--- config.mk ---
export PLATFORM = sky130hd
export DESIGN_NAME = rect_motion_ctrl
export DESIGN_NICKNAME = d
export VERILOG_FILES = /design/src/rtl/rect_pkg.sv /design/src/rtl/axis_bounce.sv /design/src/rtl/rect_motion_ctrl.sv
export SDC_FILE = /design/constraint.sdc
export NUM_CORES = 1
export LEC_CHECK = 0
export ABC_AREA = 1
export CAP_MARGIN = 10
export CORE_ASPECT_RATIO = 0.8
export CORE_MARGIN = 2
export CORE_UTILIZATION = 55
export CTS_CLUSTER_SIZE = 24
export DETAILED_ROUTE_END_ITERATION = 7
export PLACE_DENSITY = 0.76
export SETUP_SLACK_MARGIN = 0.15
export SLEW_MARGIN = 25
export SYNTH_ARGS = -nofsm -noshare
export SYNTH_HDL_FRONTEND = slang
export SYNTH_SLANG_ARGS = --single-unit
--- constraint.sdc ---
create_clock -name clk -period 2.86 [get_ports clk]
set_input_delay 0.715 -clock clk [delete_from_list [all_inputs] [get_ports clk]]
set_output_delay 0.715 -clock clk [all_outputs]
set_load 0.02 [all_outputs]
--- src/rtl/rect_pkg.sv ---
// Shared types and screen defaults for the rectangle motion sequencer.
`timescale 1ns/1ps
package rect_pkg;

  localparam int unsigned SCREEN_W_DEF = 640;
  localparam int unsigned SCREEN_H_DEF = 480;

  typedef logic [9:0] coord_x_t;
  typedef logic [8:0] coord_y_t;

  typedef enum logic [1:0] {
    StWait,
    StCalcX,
    StCalcY,
    StPublish
  } state_e;

endpackage

--- src/rtl/axis_bounce.sv ---
// Single-axis step: move by speed in the current direction, clamp to [0, MAX],
// reverse and flag a hit when an edge is reached or crossed.
`timescale 1ns/1ps
module axis_bounce #(
  parameter int unsigned W   = 10,
  parameter int unsigned MAX = 624
) (
  input  logic [W-1:0] pos,
  input  logic         dir_neg,
  input  logic [3:0]   speed,
  output logic [W-1:0] next_pos,
  output logic         next_dir_neg,
  output logic         hit
);

  // One extra bit so both undershoot below zero and overshoot past MAX stay visible.
  localparam logic signed [W:0] MaxS  = (W+1)'(MAX);
  localparam logic signed [W:0] ZeroS = '0;

  logic signed [W:0] pos_s;
  logic signed [W:0] spd_s;
  logic signed [W:0] n;

  assign pos_s = $signed({1'b0, pos});
  assign spd_s = $signed({{(W-3){1'b0}}, speed});
  assign n     = dir_neg ? (pos_s - spd_s) : (pos_s + spd_s);

  always_comb begin
    next_pos     = n[W-1:0];
    next_dir_neg = dir_neg;
    hit          = 1'b0;
    if (n >= MaxS) begin
      next_pos     = W'(MAX);
      next_dir_neg = 1'b1;
      hit          = 1'b1;
    end else if (n <= ZeroS) begin
      next_pos     = '0;
      next_dir_neg = 1'b0;
      hit          = 1'b1;
    end
  end

endmodule

--- src/rtl/rect_motion_ctrl.sv ---
// Per-frame motion sequencer for one bouncing rectangle. Bounds are updated atomically.
// Optional macro RECT_MOTION_SPEEDUP_EN: each edge hit bumps that axis speed by 1 (max 15).
`timescale 1ns/1ps
module rect_motion_ctrl
  import rect_pkg::*;
#(
  parameter int unsigned SCREEN_W = SCREEN_W_DEF,
  parameter int unsigned SCREEN_H = SCREEN_H_DEF,
  parameter int unsigned RECT_W   = 16,
  parameter int unsigned RECT_H   = 16,
  parameter int unsigned X_INIT   = 312,
  parameter int unsigned Y_INIT   = 232,
  parameter int unsigned SPEED_X  = 2,
  parameter int unsigned SPEED_Y  = 2
) (
  input  logic       clk,
  input  logic       rst,
  input  logic       enable,
  input  logic       frame_tick,
  output logic [9:0] x0,
  output logic [9:0] x1,
  output logic [8:0] y0,
  output logic [8:0] y1,
  output logic       hit_x,
  output logic       hit_y,
  output logic       busy,
  output logic       overrun
);

  localparam int unsigned XMax = SCREEN_W - RECT_W;
  localparam int unsigned YMax = SCREEN_H - RECT_H;

  state_e   state;
  coord_x_t sh_x;
  coord_y_t sh_y;
  logic     sh_dx_neg, sh_dy_neg;
  logic     sh_hx, sh_hy;
  logic     dx_neg, dy_neg;

  logic [3:0] spd_x, spd_y;
`ifdef RECT_MOTION_SPEEDUP_EN
  logic [3:0] spd_x_q, spd_y_q;
  assign spd_x = spd_x_q;
  assign spd_y = spd_y_q;
`else
  assign spd_x = 4'(SPEED_X);
  assign spd_y = 4'(SPEED_Y);
`endif

  coord_x_t nx;
  coord_y_t ny;
  logic     ndx_neg, ndy_neg;
  logic     nhx, nhy;

  axis_bounce #(
    .W   (10),
    .MAX (XMax)
  ) u_axis_x (
    .pos          (x0),
    .dir_neg      (dx_neg),
    .speed        (spd_x),
    .next_pos     (nx),
    .next_dir_neg (ndx_neg),
    .hit          (nhx)
  );

  axis_bounce #(
    .W   (9),
    .MAX (YMax)
  ) u_axis_y (
    .pos          (y0),
    .dir_neg      (dy_neg),
    .speed        (spd_y),
    .next_pos     (ny),
    .next_dir_neg (ndy_neg),
    .hit          (nhy)
  );

  always_ff @(posedge clk or posedge rst) begin
    if (rst) begin
      state     <= StWait;
      x0        <= coord_x_t'(X_INIT);
      x1        <= coord_x_t'(X_INIT + RECT_W - 1);
      y0        <= coord_y_t'(Y_INIT);
      y1        <= coord_y_t'(Y_INIT + RECT_H - 1);
      dx_neg    <= 1'b0;
      dy_neg    <= 1'b0;
      sh_x      <= '0;
      sh_y      <= '0;
      sh_dx_neg <= 1'b0;
      sh_dy_neg <= 1'b0;
      sh_hx     <= 1'b0;
      sh_hy     <= 1'b0;
      hit_x     <= 1'b0;
      hit_y     <= 1'b0;
      busy      <= 1'b0;
      overrun   <= 1'b0;
`ifdef RECT_MOTION_SPEEDUP_EN
      spd_x_q   <= 4'(SPEED_X);
      spd_y_q   <= 4'(SPEED_Y);
`endif
    end else begin
      hit_x <= 1'b0;
      hit_y <= 1'b0;
      // A tick landing mid-update is dropped for motion but remembered here.
      if (frame_tick && (state != StWait)) begin
        overrun <= 1'b1;
      end
      unique case (state)
        StWait: begin
          if (frame_tick && enable) begin
            state <= StCalcX;
            busy  <= 1'b1;
          end
        end
        StCalcX: begin
          sh_x      <= nx;
          sh_dx_neg <= ndx_neg;
          sh_hx     <= nhx;
          state     <= StCalcY;
        end
        StCalcY: begin
          sh_y      <= ny;
          sh_dy_neg <= ndy_neg;
          sh_hy     <= nhy;
          state     <= StPublish;
        end
        StPublish: begin
          x0     <= sh_x;
          x1     <= sh_x + coord_x_t'(RECT_W - 1);
          y0     <= sh_y;
          y1     <= sh_y + coord_y_t'(RECT_H - 1);
          dx_neg <= sh_dx_neg;
          dy_neg <= sh_dy_neg;
          hit_x  <= sh_hx;
          hit_y  <= sh_hy;
          busy   <= 1'b0;
          state  <= StWait;
`ifdef RECT_MOTION_SPEEDUP_EN
          if (sh_hx && (spd_x_q != 4'd15)) spd_x_q <= spd_x_q + 4'd1;
          if (sh_hy && (spd_y_q != 4'd15)) spd_y_q <= spd_y_q + 4'd1;
`endif
        end
        default: state <= StWait;
      endcase
    end
  end

endmodule

# Word-level counts from Yosys, hierarchy flattened
# Cells that the tools add are included.
[totals]
reg_bits = 69
latch_bits = 0
mem_bits_rw = 0
romBits = 0
input_bits = 4
output_inout_bits = 42
word_cells = 57
n_memories = 0
[op_classes]
addsub = 6
mul = 0
n_div = 0
order_cmp = 4
eq_ne = 4
shifts = 0
n_mux = 20
n_bitwise = 0
n_reduce_logical = 6
[op_table]
columns = ["op", "count"]
rows = [
  ["two-way mux 10 bit", 3],
  ["two-way mux 9 bit", 2],
  ["adder 10 x 2 -> 11 bit (second input constant)", 1],
  ["greater-or-equal comparator 11 bit (second input constant)", 1],
  ["<= comparator 11 x 1 -> 1 bit (second input constant)", 1],
  ["two-way mux 1 bit", 11],
  ["two-way mux 11 bit", 1],
  ["subtractor 10 x 2 -> 11 bit (second input constant)", 1],
  ["adder 10 x 4 -> 10 bit (second input constant)", 1],
  ["adder 9 x 2 -> 10 bit (second input constant)", 1],
  ["greater-or-equal comparator 10 bit (second input constant)", 1],
  ["<= comparator 10 x 1 -> 1 bit (second input constant)", 1],
  ["subtractor 9 x 2 -> 10 bit (second input constant)", 1],
  ["adder 9 x 4 -> 9 bit (second input constant)", 1],
  ["case mux 2 bit (4 select lines)", 1],
  ["== test 2 bit (second input constant)", 2],
  ["nonzero test 2 bit", 2],
  ["== test 2 x 1 -> 1 bit (second input constant)", 1],
  ["logical AND 1 bit", 2],
  ["zero test 2 bit", 1],
  ["two-way mux 2 bit", 1],
  ["inequality test 2 bit (second input constant)", 1],
  ["case mux 1 bit (2 select lines)", 1],
  ["AND reduction 2 bit", 1],
]

# Depth between registers and ports, before layout
[depth]
ltp_word = 5
depth_mapped = 15
depth_no_buf = 15

# Hierarchy
# From an unflattened synthesis, not the netlist that was laid out.
[hier_totals]
cells_unflattened = 656
area_unflattened_um2 = 4780.8
[modules_own_cells]
columns = ["module", "instances", "cells_per_inst", "area_per_inst_um2", "seq_area_each_um2"]
rows = [
  ["rect_motion_ctrl", 1, 328, 2981.6, 1751.7],
  ["axis_bounce (u_axis_x)", 1, 176, 955.9, 0.0],
  ["axis_bounce (u_axis_y)", 1, 152, 843.3, 0.0],
]

# Least setup slack after synthesis
# No wires, ideal clock.
[synth_timing]
kind = "register to register"
from = "reg x0[1]"
to = "reg sh_x[1]"
setup_time_ns = 0.124
t_arrival_ns = 1.907
required_ns = 2.736
path_slack_ns = 0.829
path_stages_with_launch = 13
n_path_buf = 0
period_less_slack_ns = 2.031
path_cell_list = "dfrtp_1 > inv_1 > fa_1 > inv_1 > nand2_2 > nand2_4 > nand2_1 > nand3_1 > nand2_1 > nor2_1 > nand3_2 > nand3_2 > a21oi_1"
[synth_between]
elab_chain_len = 5
word_cells_on_any_way = 7
cone_classes = "add/sub: 2; order compare: 2; mux: 3"
[synth_lines]
columns = ["element", "line_no", "rtl"]
rows = [
  ["from (decl)", "rect_motion_ctrl.sv:20", "output logic [9:0] x0,"],
  ["from (signal assigned)", "rect_motion_ctrl.sv:82", "x0 <= coord_x_t'(X_INIT);"],
  ["adder 10 x 2 -> 11 bit or subtractor 10 x 2 -> 11 bit (tied branches)", "axis_bounce.sv:26", "assign n = dir_neg ? (pos_s - spd_s) : (pos_s + spd_s);"],
  ["two-way mux 11 bit (*)", "axis_bounce.sv:26", ""],
  ["<= comparator 11 x 1 -> 1 bit", "axis_bounce.sv:36", "end else if (n <= ZeroS) begin"],
  ["two-way mux 10 bit", "axis_bounce.sv:36", ""],
  ["two-way mux 10 bit (*)", "axis_bounce.sv:32", "if (n >= MaxS) begin"],
  ["to (signal assigned)", "rect_motion_ctrl.sv:117", "sh_x <= nx;"],
  ["to (decl)", "rect_motion_ctrl.sv:34", "coord_x_t sh_x;"],
]
# Every way passes the cells marked *; elsewhere a longest branch is shown, timed or not.
# A chain may end at the register's enable or synchronous reset.

# Final worst setup path
[layout_timing]
from = "reg dx_neg"
to = "reg sh_x[1]"
[layout_between]
elab_chain_len = 4
word_cells_on_any_way = 5
cone_classes = "order compare: 2; mux: 3"
[layout_lines]
columns = ["element", "line_no", "rtl"]
rows = [
  ["from (decl)", "rect_motion_ctrl.sv:38", "logic dx_neg, dy_neg;"],
  ["from (signal assigned)", "rect_motion_ctrl.sv:133", "dx_neg <= sh_dx_neg;"],
  ["two-way mux 11 bit (*)", "axis_bounce.sv:26", ""],
  ["<= comparator 11 x 1 -> 1 bit", "axis_bounce.sv:36", ""],
  ["two-way mux 10 bit", "axis_bounce.sv:36", ""],
  ["two-way mux 10 bit (*)", "axis_bounce.sv:32", ""],
]
# Marks and branches as above.

==> impl_metrics.ini <==
[outcome]
outcome = finished clean

[power_and_ir_drop]
power_density_nw_per_um2 = 1120
leakage_nw = 2.39
ir_drop_mv = 0.598
power_mw = 5.33

[job]
max-cap-violations = 0

[sta]
timing.setup.tns_ps = 0
max_freq_ghz = 0.424
timing_max_transition_violations_final = 0
rsz0062_at_grt = false
finalHoldWorstSlack_ps = 478
finClkSkew_ps = 8.12
timing.max_slew.rel_slack_pct = 54.8
final_min_period_over_clock_period_pct = 82.5
post-route-worst-setup-slack_ps = 501
max_slew.worst_pin.slew_ps = 674
finalHoldViolations = 0
setup_violations = 0
period_minus_slack_ps = 2360

[global_route]
grt_first_pass_wirelength_um = 16200
grt_overflow = 0
grt_start_max_net_pins = 70
grt_antenna_before_repair = 0
grt_util_all_layers_pct = 25.6
via_count_of_the_first_global_routing_pass = 3355

[setup_path]
cpPeakStageDelay_ps = 570
critPathArrivalTime_ps = 2560
worst_setup_path_end_kind = flop
critical_path.startpoint = dx_neg
cp_cell_sequence = inv_1 > fa_1 > inv_1 > nand2_2 > nand2_4 > nand2_1 > nand2_1 > nand3_1 > nor2_1 > nand3_2 > nand3_2 > a21oi_1
crit_required_ps = 3060
critical-path-slowest-cell = sky130_fd_sc_hd__dfrtp_1
path_max_fanout = 11
setup.worst_path.class = flop to flop
start_kind = flop
crit-reg2reg-launch = dx_neg

[clock_tree]
clock_insertion_delay_worst_skew_ps = 340
cts-hold-fix-buffers = 0
cts_repair_resize_count = 0
clock_tree.buffer_depth = 2
htree_levels = 3
clockRootBuffer = sky130_fd_sc_hd__clkbuf_8
clkSlewWorstSetupHoldPaths_ps = 80
cts_setup_buffers = 0
tritoncts.num_buffers = 9
cts.sink_count = 69
tritoncts_clock_tree = built

[routing]
wire_per_inst_um = 13.9
finalWirelength_um = 9290
first_iter_violations = 236
route.antenna.remaining_nets = 0
via_per_inst = 5.36
drc_errors = 0
drt_pre_antenna_iters = 4
via_count = 3588

[floorplanning]
start_util_pct = 57.7
pin_count = 46
vertical_extent_of_the_die_um = 80.6
dieArea_um2 = 8040
placeableCoreArea_um2 = 6990
chipWidth_um = 99.8
floorplan.rows = 27

[cells_and_area]
area_growth_syn_to_layout_pct = 18.3
post_route_cells_drive_above_1_share_pct = 12.7
final_common_cell = sky130_fd_sc_hd__nand2_1
multiInputGateArea_um2 = 1980
num_antenna_cells = 0
nFillCells = 605
final_cell_mix = sky130_fd_sc_hd__nand2_1, sky130_fd_sc_hd__inv_1, sky130_fd_sc_hd__dfrtp_1, sky130_fd_sc_hd__clkdlybuf4s50_1, sky130_fd_sc_hd__nand3_1
regArea_um2 = 1750
finalInstanceArea_um2 = 4770
nets = 604

[hold_path]
hold_path_startpoint = y1[4]
hp-class = flop to flop

[yosys]
synth.net_count = 555
post_synth_inst_count = 528
synth-warning-count = 0
synth-seq-cells = 69
netlist-cell-type-count = 38
synth_seq_area_share_pct = 43.4
netlist_area_um2 = 4030
postSynthAreaPerCell_um2 = 7.64

[place]
dp_hpwl_um = 6910
gpl.final_weighted_congestion = 0.889
dp_slack_ps = 543
numPortBuffers = 45
detailed_place.area_um2 = 4590
-- synth_stat cells, drive strengths merged --
cell type	count	share of area (%)
buf	1	0.12
ha	21	6.5
fa	2	0.99
xor2	3	0.65
nor3	1	0.12
clkinv	1	0.093
o22ai	1	0.16
xnor2	2	0.62
dfstp	20	13
a21boi	1	0.19
inv	68	6.3
a21o	1	0.19
a22o	1	0.22
nor2	37	3.9
a22oi	2	0.37
nand3b	2	0.37
o211ai	2	0.37
o31ai	2	0.37
nand2	189	19
a21oi	18	2.6
a31oi	5	0.78
nand3	41	5.6
clkbuf	10	0.93
nand4	13	2.0
o21ai	30	3.7
o21bai	1	0.19
o21a	2	0.37
dfrtp	49	30
or2	2	0.31
-- path summary, 6_finish.rpt --
path / cells after the start / endpoint / slack [ps]
worst max-delay path: 12 / sh_x[1] / 500
max in group asynchronous: 3 / x0[5] / 1750
worst min-delay path: 2 / y1[4] / 480
min in group asynchronous: 3 / x1[3] / 780
worst max register to register: 12 / sh_x[1] / 500
worst min register to register: 2 / y1[4] / 480
-- through the flow --
| step | instances | utilization, % |
|---|---|---|
| after floorplan | 528 | - |
| after global placement | 653 | 65.7 |
| after detailed placement | 653 | 65.7 |
| after CTS | 669 | 68.2 |
| after global routing | 669 | 68.2 |
| final | 669 | 68.2 |
-- worst max-delay path: cells and delay by family, from the launching register on --
kind	cells	cell delay [ps]
simple gates	8	820
fa+ha+maj	1	450
buf+inv	2	270
compound gates	1	100
flops	1	570
-- area by class of cell --
class | instances | area share, %
Timing Repair Buffer | 49 | 10.3
Clock inverter | 5 | 0.761
Sequential cell | 69 | 36.7
Inverter | 69 | 5.43
Multi-Input combinational cell | 379 | 41.5
Clock buffer | 11 | 2.96
Tap cell | 87 | 2.28
-- per-layer routing --
metal	vias to the layer above	routed length, um	GRT usage (%)
met1	1679	4710	38.8
met4	0	64	4.93
met3	10	465	4.87
met5	-	0	0
met2	109	4050	38.4
li1	1790	-	-
-- kinds of logic after synthesis --
logic type	synth area share (%)
compound gates	9.52
xor+xnor	1.27
fa+ha+maj	7.51
buf+inv	7.48
flops	43.4
simple gates	30.8
-- report_power, final --
part	switching [mW]	internal, mW	total (mW)
registers	0.289	1.36	1.65
logic	1.86	1.10	2.96
clock network	0.379	0.338	0.717
total	2.53	2.80	5.33
-- state kept, by name (all words and copies together), names as in the netlist, 2 cells and up --
signal  count
sh_x       10
x0         10
x1         10
sh_y        9
y0          9
y1          9
state       2
No activity file was read; power rests on OpenSTA's default activity.
